===== config.mk =====
export PLATFORM = sky130hd
export DESIGN_NAME = soc_evt_propagator_tx
export DESIGN_NICKNAME = d
export VERILOG_FILES = /design/src/rtl/soc_evt_prop_pkg.sv /design/src/rtl/soc_evt_tx_channel.sv /design/src/rtl/soc_evt_propagator_tx.sv
export SDC_FILE = /design/constraint.sdc
export NUM_CORES = 1
export LEC_CHECK = 0
export BUFFER_PORTS_ARGS = -buffer_cell sky130_fd_sc_hd__buf_2
export CORE_UTILIZATION = 50
export CTS_CLUSTER_SIZE = 8
export DETAILED_ROUTE_END_ITERATION = 16
export PLACE_DENSITY = 0.79
export SYNTH_ARGS = -nofsm -noshare
export SYNTH_HDL_FRONTEND = slang
export SYNTH_SLANG_ARGS = --single-unit

===== constraint.sdc =====
create_clock -name clk_i -period 2.39 [get_ports clk_i]
set_input_delay 0.478 -clock clk_i [delete_from_list [all_inputs] [get_ports clk_i]]
set_output_delay 0.478 -clock clk_i [all_outputs]
set_load 0.01 [all_outputs]

===== src/rtl/soc_evt_prop_pkg.sv =====
// Shared types and defaults for the SoC-side event propagator.
// Holds the per-channel handshake state encoding and the default synchronizer depth.
package soc_evt_prop_pkg;

   localparam int SYNC_STAGES_DEF = 2;

   typedef enum logic [1:0] {
      IDLE,
      REQ,
      WAIT_ACK,
      WAIT_LOW
   } evt_tx_state_e;

endpackage


===== src/rtl/soc_evt_tx_channel.sv =====
// One event channel: ack synchronizer, saturating pending counter, sticky overflow flag
// and the 4-phase valid/ack handshake FSM.
module soc_evt_tx_channel
   import soc_evt_prop_pkg::*;
#(
   parameter int CNT_WIDTH   = 4,
   parameter int SYNC_STAGES = SYNC_STAGES_DEF
) (
   input  logic clk_i,
   input  logic rst_i,
   input  logic evt_i,
   input  logic ack_i,
   input  logic ovf_clr_i,
   output logic valid_o,
   output logic ovf_o,
   output logic busy_o
);

   localparam logic [CNT_WIDTH-1:0] CNT_MAX = '1;

   logic [SYNC_STAGES-1:0] sync_q;
   logic                   ack_s;
   evt_tx_state_e          state_q, state_d;
   logic [CNT_WIDTH-1:0]   cnt_q, cnt_d;
   logic                   valid_q, valid_d;
   logic                   ovf_q, ovf_d;
   logic                   dec;
   logic                   ovf_set;

   // Ack arrives from another clock domain; the FSM only ever sees the last stage.
   always_ff @(posedge clk_i) begin
      if (rst_i) begin
         sync_q <= '0;
      end else begin
         sync_q <= {sync_q[SYNC_STAGES-2:0], ack_i};
      end
   end

   assign ack_s = sync_q[SYNC_STAGES-1];

   always_ff @(posedge clk_i) begin
      if (rst_i) begin
         state_q <= IDLE;
         cnt_q   <= '0;
         valid_q <= 1'b0;
         ovf_q   <= 1'b0;
      end else begin
         state_q <= state_d;
         cnt_q   <= cnt_d;
         valid_q <= valid_d;
         ovf_q   <= ovf_d;
      end
   end

   always_comb begin
      state_d = state_q;
      dec     = (state_q == IDLE) && (cnt_q != '0);
      case (state_q)
         IDLE:     if (dec) state_d = REQ;
         REQ:      state_d = WAIT_ACK;
         WAIT_ACK: if (ack_s) state_d = WAIT_LOW;
         WAIT_LOW: if (!ack_s) state_d = IDLE;
         default:  state_d = IDLE;
      endcase
      // Valid is registered from the next state so it lines up with REQ/WAIT_ACK.
      valid_d = (state_d == REQ) || (state_d == WAIT_ACK);
   end

   // A pulse arriving together with a dispatch cancels out; a pulse at max is lost.
   always_comb begin
      cnt_d   = cnt_q;
      ovf_set = 1'b0;
      if (evt_i && !dec) begin
         if (cnt_q == CNT_MAX) begin
            ovf_set = 1'b1;
         end else begin
            cnt_d = cnt_q + 1'b1;
         end
      end else if (dec && !evt_i) begin
         cnt_d = cnt_q - 1'b1;
      end
      ovf_d = ovf_q;
      if (ovf_set) begin
         ovf_d = 1'b1;
      end else if (ovf_clr_i) begin
         ovf_d = 1'b0;
      end
   end

   assign valid_o = valid_q;
   assign ovf_o   = ovf_q;
   assign busy_o  = (cnt_q != '0) || (state_q != IDLE);

endmodule


===== src/rtl/soc_evt_propagator_tx.sv =====
// SoC-domain transmitter for single-cycle event pulses over independent 4-phase handshakes.
// Instantiates one channel per event bit and provides a registered aggregate busy flag.
module soc_evt_propagator_tx
   import soc_evt_prop_pkg::*;
#(
   parameter int NUM_EVT     = 4,
   parameter int CNT_WIDTH   = 4,
   parameter int SYNC_STAGES = SYNC_STAGES_DEF
) (
   input  logic               clk_i,
   input  logic               rst_i,
   input  logic [NUM_EVT-1:0] evt_i,
   output logic [NUM_EVT-1:0] evt_valid_o,
   input  logic [NUM_EVT-1:0] evt_ack_i,
   input  logic               ovf_clr_i,
   output logic [NUM_EVT-1:0] ovf_o,
   output logic               busy_o
);

   logic [NUM_EVT-1:0] ch_busy;
   logic               busy_q;

   for (genvar i = 0; i < NUM_EVT; i++) begin : g_ch
      soc_evt_tx_channel #(
         .CNT_WIDTH  (CNT_WIDTH),
         .SYNC_STAGES(SYNC_STAGES)
      ) u_ch (
         .clk_i    (clk_i),
         .rst_i    (rst_i),
         .evt_i    (evt_i[i]),
         .ack_i    (evt_ack_i[i]),
         .ovf_clr_i(ovf_clr_i),
         .valid_o  (evt_valid_o[i]),
         .ovf_o    (ovf_o[i]),
         .busy_o   (ch_busy[i])
      );
   end

   always_ff @(posedge clk_i) begin
      if (rst_i) begin
         busy_q <= 1'b0;
      end else begin
         busy_q <= |ch_busy;
      end
   end

   assign busy_o = busy_q;

endmodule


==> results of run 1 <==
## layer usage
| layer | vias to the layer above | wire length [µm] | share of wire |
|---|---|---|---|
| met5 | - | 0 | 0 |
| met4 | 0 | 48 | 0.012 |
| met3 | 5 | 205 | 0.051 |
| met2 | 33 | 1790 | 0.45 |
| met1 | 771 | 1960 | 0.49 |
| li1 | 908 | - | - |
## final cells by class
type / count / area [µm²] / share of cell area
Sequential cell: 41 / 822 / 0.328
Clock buffer: 5 / 68.8 / 0.0275
Multi-Input combinational cell: 184 / 1280 / 0.512
Inverter: 6 / 22.5 / 0.00899
Timing Repair Buffer: 30 / 178 / 0.0709
Tap cell: 50 / 62.6 / 0.0250
Clock inverter: 3 / 68.8 / 0.0275
## state kept, by name, summed over array words and instances (netlist names)
| signal | count |
|---|---|
| g_ch.u_ch.sync_q | 8 |
| g_ch.u_ch.state_q | 8 |
| g_ch.u_ch.cnt_q | 16 |
| g_ch.u_ch.valid_o | 4 |
| g_ch.u_ch.ovf_o | 4 |
| busy_o | 1 |
## where the power goes
group | switching, µW | internal (µW) | leakage (µW) | total [µW]
Sequential | 170 | 888 | 0.000340 | 1060
Combinational | 944 | 827 | 0.000659 | 1770
Clock | 247 | 420 | 0.0000687 | 667
Total | 1360 | 2130 | 0.00107 | 3500
## placed cells by master, fill, tap and decap left out, types with 5 or more instances in the layout
cell type / instances
nand3_1: 11
clkbuf_8: 5
nor2_1: 25
inv_1: 6
nand2_1: 27
buf_4: 11
a21oi_1: 11
buf_2: 19
mux2i_1: 9
dfxtp_1: 40
nor2b_1: 8
nor3_1: 12
o21ai_0: 6
ha_1: 7
## worst paths after layout
check | from | end | slack (ns)
setup / recovery | g_ch[0].u_ch.cnt_q[1] | g_ch[0].u_ch.cnt_q[2] | 0.1
hold reg to reg | g_ch[0].u_ch.sync_q[0] | g_ch[0].u_ch.sync_q[1] | 0.44
setup reg to reg | g_ch[0].u_ch.cnt_q[1] | g_ch[0].u_ch.cnt_q[2] | 0.1
hold / removal | evt_ack_i[0] | g_ch[0].u_ch.sync_q[0] | 0.40
## kinds of logic after synthesis
group,Yosys count
AOI/OAI and AO/OA,49
and+or+nand+nor,109
adders and majority gates,12
buffers and inverters,22
muxes,10
DFF,41
xor gates and xnor gates,4
## stage by stage
stage,area [µm²],util,TNS (ns),setup slack (ns),instances
after global placement,2340,0.568,0,0.175,311
after detailed placement,2340,0.568,0,0.0502,311
after floorplan,2190,-,0,0.0718,247
after CTS,2470,0.601,0,0.0333,319
after global routing,2500,0.609,-0.00432,-0.00432,319
final,2500,0.609,0,0.0959,319
## worst reg2reg max path, stage by stage, from the launching register on
cell and delay (ns):
dfxtp_2 0.36, or4_4 0.51, nand2_1 0.11, nand2_2 0.10
fa_2 0.38, xor2_2 0.21, nor2_1 0.05, mux2_1 0.27
a211oi_1 0.22
==> results.py, run 1 <==
metrics = {
    "outcome": {
        "outcome": "complete, no violations",
    },
    "clocking": {
        "h-tree-depth": 2,
        "cts_tree": "done",
        "cts_root_buf": "clkbuf_8",
        "clk_pin_slew_ns": 0.08,
        "cts_sinks": 41,
        "cts_buffer_depth": 2,
        "post_cts_resized": 0,
        "cts_buffers": 5,
        "hold_buffers": 0,
        "post_cts_buffers": 0,
        "worstSkewPairLatency_ns": 0.30,
    },
    "logic_synthesis": {
        "synth_top_area_share": 0.375,
        "synth_fa_ha_area_frac": 0.0822,
        "synth.most_common_cell": "dfxtp_1",
        "synthMuxAreaShare": 0.0463,
        "yosys-top-cells-count": "41 x dfxtp_1, 28 x nand2_1, 25 x nor2_1, 12 x a21oi_1, 12 x nor3_1",
        "syn_area_um2": 2190,
        "ys_warn_count": 0,
        "synth_compound_gate_area_share": 0.174,
        "synthFlopType": "dfxtp_1",
        "yosysUniqueCellTypes": 41,
        "synthCells": 247,
        "ys_ff_latch": 41,
        "yosysTopAreaCell": "dfxtp_1",
        "ys_async_sr_fraction": 0,
        "synthXorXnorAreaFrac": 0.0160,
        "synth_enable_flop_cells": 0,
        "syn_area_per_cell_um2": 8.87,
        "synth_nets": 270,
        "ys_seq_area_frac": 0.375,
        "synth_area_leaders": "dfxtp_1 37%, nand2_1 4.8%, ha_1 4.6%",
        "synthSimpleGateAreaFrac": 0.254,
        "synth_top_family_by_area": "simple AND/OR/NAND/NOR gates",
    },
    "grt": {
        "grt_pass1_wl_um": 6670,
        "grt_use_total": 0.195,
        "grt-ovfl-total": 0,
        "grt_pass1_vias": 1555,
        "antenna_found_initial": 0,
        "grtUsageMet3": 0.0600,
        "use_met2": 0.305,
        "grt-busiest-layer": "met2",
        "grt_max_degree": 24,
        "met1_usage": 0.247,
    },
    "floorplan": {
        "fp.dieW_um": 68.2,
        "pin_count": 20,
        "rows": 23,
        "die_height_um": 68.2,
        "core-area_um2": 4120,
        "die_area_um2": 4650,
        "initial_utilization": 0.532,
    },
    "routing": {
        "drt_iter0_markers": 99,
        "wirelength_um": 4010,
        "drc": 0,
        "wl_per_cell_um": 12.6,
        "viasPerCell": 5.38,
        "vias": 1717,
        "drt_first_pass_iters": 4,
        "ant_nets": 0,
    },
    "worst_setup_path": {
        "cp.arrival_ns": 2.50,
        "required_ns": 2.60,
        "crit_chain": "or4_4 -> nand2_1 -> nand2_2 -> fa_2 -> xor2_2 -> nor2_1 -> mux2_1 -> a211oi_1",
        "crit_family": "simple AND/OR/NAND/NOR gates",
        "cp_max_fo": 5,
        "slowest_delay_ns": 0.51,
        "slowest_stage": "or4_4",
        "startpoint_type": "flop",
        "crit_path_end_kind": "flop",
        "critPathKind": "reg2reg",
        "ff2ff_path_depth": 8,
        "crit_buf_inv": 0,
        "cp_num_cells": 8,
    },
    "place": {
        "port_buffers": 19,
        "hpwl_um": 3000,
        "place.gp.congestion": 0.818,
    },
    "finish": {
        "fillers": 353,
        "synthToLayoutAreaGrowth_pct": 14.3,
        "drive_above_1_share": 0.227,
        "diodes": 0,
        "nNetsFinal": 291,
    },
    "worst_hold_path": {
        "hp-class": "in2reg",
        "hold_depth": 2,
    },
    "sta": {
        "slew-limit-headroom": 0.717,
        "timing.final.hold_violations": 0,
        "whs_ns": 0.397,
        "post-route-min-period_ns": 2.29,
        "drv_slew": 0,
        "fmax_mhz": 436,
        "final.setup_skew_ns": 0.00893,
        "setup_viol": 0,
        "min_period_over_period": 0.960,
        "tightestPinTransition_ns": 0.425,
    },
    "job": {
        "drv_cap": 0,
    },
    "power_and_ir_drop": {
        "power_uw": 3500,
        "powerDensity_nw_per_um2": 1400,
        "vdd_drop_max_uv": 564,
        "p_leak_uw": 0.00107,
    },
}
No activity file was read; power rests on OpenSTA's default activity.
==> run 2: changes to the inputs <==
- CELL_PAD_IN_SITES_DETAIL_PLACEMENT: default -> 1
- CELL_PAD_IN_SITES_GLOBAL_PLACEMENT: default -> 1
- CORE_UTILIZATION: 50 -> 40
- PLACE_DENSITY: 0.79 -> 0.81
- SETUP_SLACK_MARGIN: default -> 0.15
==> run 2 against run 1 <==
  * Via count is 5.8% higher
  * Flip-flop and latch count stayed put
  * Count of clock-buffer cells in the layout is 2 higher
  * Clock power is 25% lower
  * Maximum frequency is 6.2% higher
  * Critical path type unchanged
  * Wire length is 21% higher
  * Hold slack better by 0.0021 ns
==> results.py, run 2 (synthesized netlist as in run 1, its figures left out) <==
metrics = {
    "routing": {
        "vias": 1816,
        "drt_first_pass_iters": 4,
        "viasPerCell": 5.28,
        "wirelength_um": 4860,
        "drt_iter0_markers": 48,
        "ant_nets": 0,
        "wl_per_cell_um": 14.1,
        "drc": 0,
    },
    "finish": {
        "drive_above_1_share": 0.270,
        "layout_common_cells": "39 x dfxtp_1, 26 x nand2_1, 25 x nor2_1",
        "largest_reg_flops": 16,
        "fillers": 638,
        "nNetsFinal": 296,
        "largest-register": "g_ch.u_ch.cnt_q",
        "layout_commonest_cell": "dfxtp_1",
        "diodes": 0,
        "synthToLayoutAreaGrowth_pct": 17.8,
        "top_regs": "g_ch.u_ch.cnt_q: 16 flops, g_ch.u_ch.state_q: 8 flops, g_ch.u_ch.sync_q: 8 flops",
    },
    "job": {
        "drv_cap": 0,
    },
    "grt": {
        "grt_use_total": 0.179,
        "antenna_found_initial": 0,
        "grt_pass1_vias": 1892,
        "grt_max_degree": 20,
        "grt_pass1_wl_um": 8490,
        "grt-ovfl-total": 0,
    },
    "worst_setup_path": {
        "required_ns": 2.60,
        "startpoint_type": "flop",
        "crit_path_end_kind": "flop",
        "rr_startpoint": "g_ch[0].u_ch.cnt_q[1]",
        "slowest_stage": "or4_4",
        "crit_top_cell": "nand2_4",
        "r2r-end": "g_ch[0].u_ch.cnt_q[2]",
        "regToRegSetupSlack_ns": 0.23,
        "critPathKind": "reg2reg",
        "ff2ff_path_depth": 8,
        "crit_chain": "or4_4 -> nand2_4 -> nand2_4 -> fa_2 -> xor2_2 -> nor2_1 -> mux2_4 -> a211oi_2",
        "slowest_delay_ns": 0.55,
        "cp.arrival_ns": 2.37,
        "cp_max_fo": 3,
    },
    "power_and_ir_drop": {
        "p_leak_uw": 0.00109,
        "powerDensity_nw_per_um2": 1380,
        "vdd_drop_max_uv": 628,
    },
    "worst_hold_path": {
        "hold_depth": 2,
        "holdPathEnd": "g_ch[3].u_ch.sync_q[0]",
        "hp-class": "in2reg",
        "min-delay-start": "evt_ack_i[3]",
    },
    "clocking": {
        "cts_buffers": 5,
        "cts_sinks": 41,
        "h-tree-depth": 2,
        "worstSkewPairLatency_ns": 0.29,
        "cts_root_buf": "clkbuf_8",
        "clk_pin_slew_ns": 0.08,
        "hold_buffers": 0,
        "cts_tree": "done",
        "cts_buffer_depth": 2,
    },
    "floorplan": {
        "fp.dieW_um": 76.0,
        "core-area_um2": 5200,
        "rows": 26,
        "initial_utilization": 0.421,
        "pin_count": 20,
        "die_height_um": 76.0,
        "die_area_um2": 5780,
    },
    "sta": {
        "post-route-min-period_ns": 2.16,
        "rsz0062_at_grt": "yes",
        "fmax_mhz": 463,
        "setup_viol": 0,
        "slew-limit-headroom": 0.676,
        "setup-tns-final_ns": 0,
        "drv_slew": 0,
        "min_period_over_period": 0.903,
        "tightestPinTransition_ns": 0.484,
        "setup_ws_ns": 0.231,
        "timing.final.hold_violations": 0,
        "final.setup_skew_ns": 0.00710,
    },
    "place": {
        "pre_cts_ws_ns": 0.0637,
        "hpwl_um": 3710,
        "place.gp.congestion": 0.867,
        "port_buffers": 19,
    },
    "outcome": {
        "outcome": "complete, no violations",
    },
}
[run 2: per-stage QoR]
stage / util / instance area, µm² / hold WS (ns) / total power (µW) / std cells
after global routing: 0.496 / 2580 / 0.396 / 3870 / 344
final: 0.496 / 2580 / 0.399 / 3560 / 344
after global placement: 0.459 / 2390 / 0.416 / 2780 / 334
after floorplan: - / 2190 / 0.414 / 2410 / 247
after detailed placement: 0.459 / 2390 / 0.430 / 2860 / 334
after CTS: 0.483 / 2520 / 0.385 / 3460 / 344
[run 2: layout make-up]
cell class / count / area, µm² / share of cell area
Clock buffer: 7 / 96.3 / 0.0373
Sequential cell: 41 / 823 / 0.319
Tap cell: 70 / 87.6 / 0.0339
Inverter: 6 / 22.5 / 0.00873
Clock inverter: 1 / 5.00 / 0.00194
Timing Repair Buffer: 35 / 215 / 0.0834
Multi-Input combinational cell: 184 / 1330 / 0.516
[run 2: worst max path at each step]
stage / start / endpoint / slack [ns] / cells past startpoint
final: g_ch[0].u_ch.cnt_q[1] / g_ch[0].u_ch.cnt_q[2] / 0.23 / 8
after global placement: g_ch[0].u_ch.cnt_q[3] / g_ch[0].u_ch.cnt_q[2] / 0.15 / 8
after detailed placement: g_ch[0].u_ch.cnt_q[3] / g_ch[0].u_ch.cnt_q[2] / 0.06 / 8
after CTS: g_ch[0].u_ch.cnt_q[3] / g_ch[0].u_ch.cnt_q[2] / 0.16 / 8
after global routing: g_ch[3].u_ch.cnt_q[0] / g_ch[3].u_ch.cnt_q[3] / 0.14 / 7
after floorplan: g_ch[0].u_ch.cnt_q[1] / g_ch[0].u_ch.cnt_q[2] / 0.16 / 8
[run 2: worst max-delay path, delay by kind of cell (launching register included)]
family | cells | cell delay [ns]
adders and majority gates | 1 | 0.38
DFF | 1 | 0.33
xor gates and xnor gates | 1 | 0.19
and+or+nand+nor | 4 | 0.78
muxes | 1 | 0.27
AOI/OAI and AO/OA | 1 | 0.13
[run 2: metal layers]
layer	routed length [µm]	track usage
met5	0	0
met4	44	0.0519
met3	119	0.0311
met2	2390	0.317
met1	2300	0.222
[run 2: power breakdown]
part           internal, µW  leakage [µW]  switching, µW
Clock                   261     0.0000542            237
Sequential              889      0.000340            165
Combinational           938      0.000697           1070
[run 2: what timing repair did]
item,in CTS,in global routing
buffers inserted,2,0
endpoints found under the setup margin,1,4
resized for setup,3,12
pin swaps,0,5
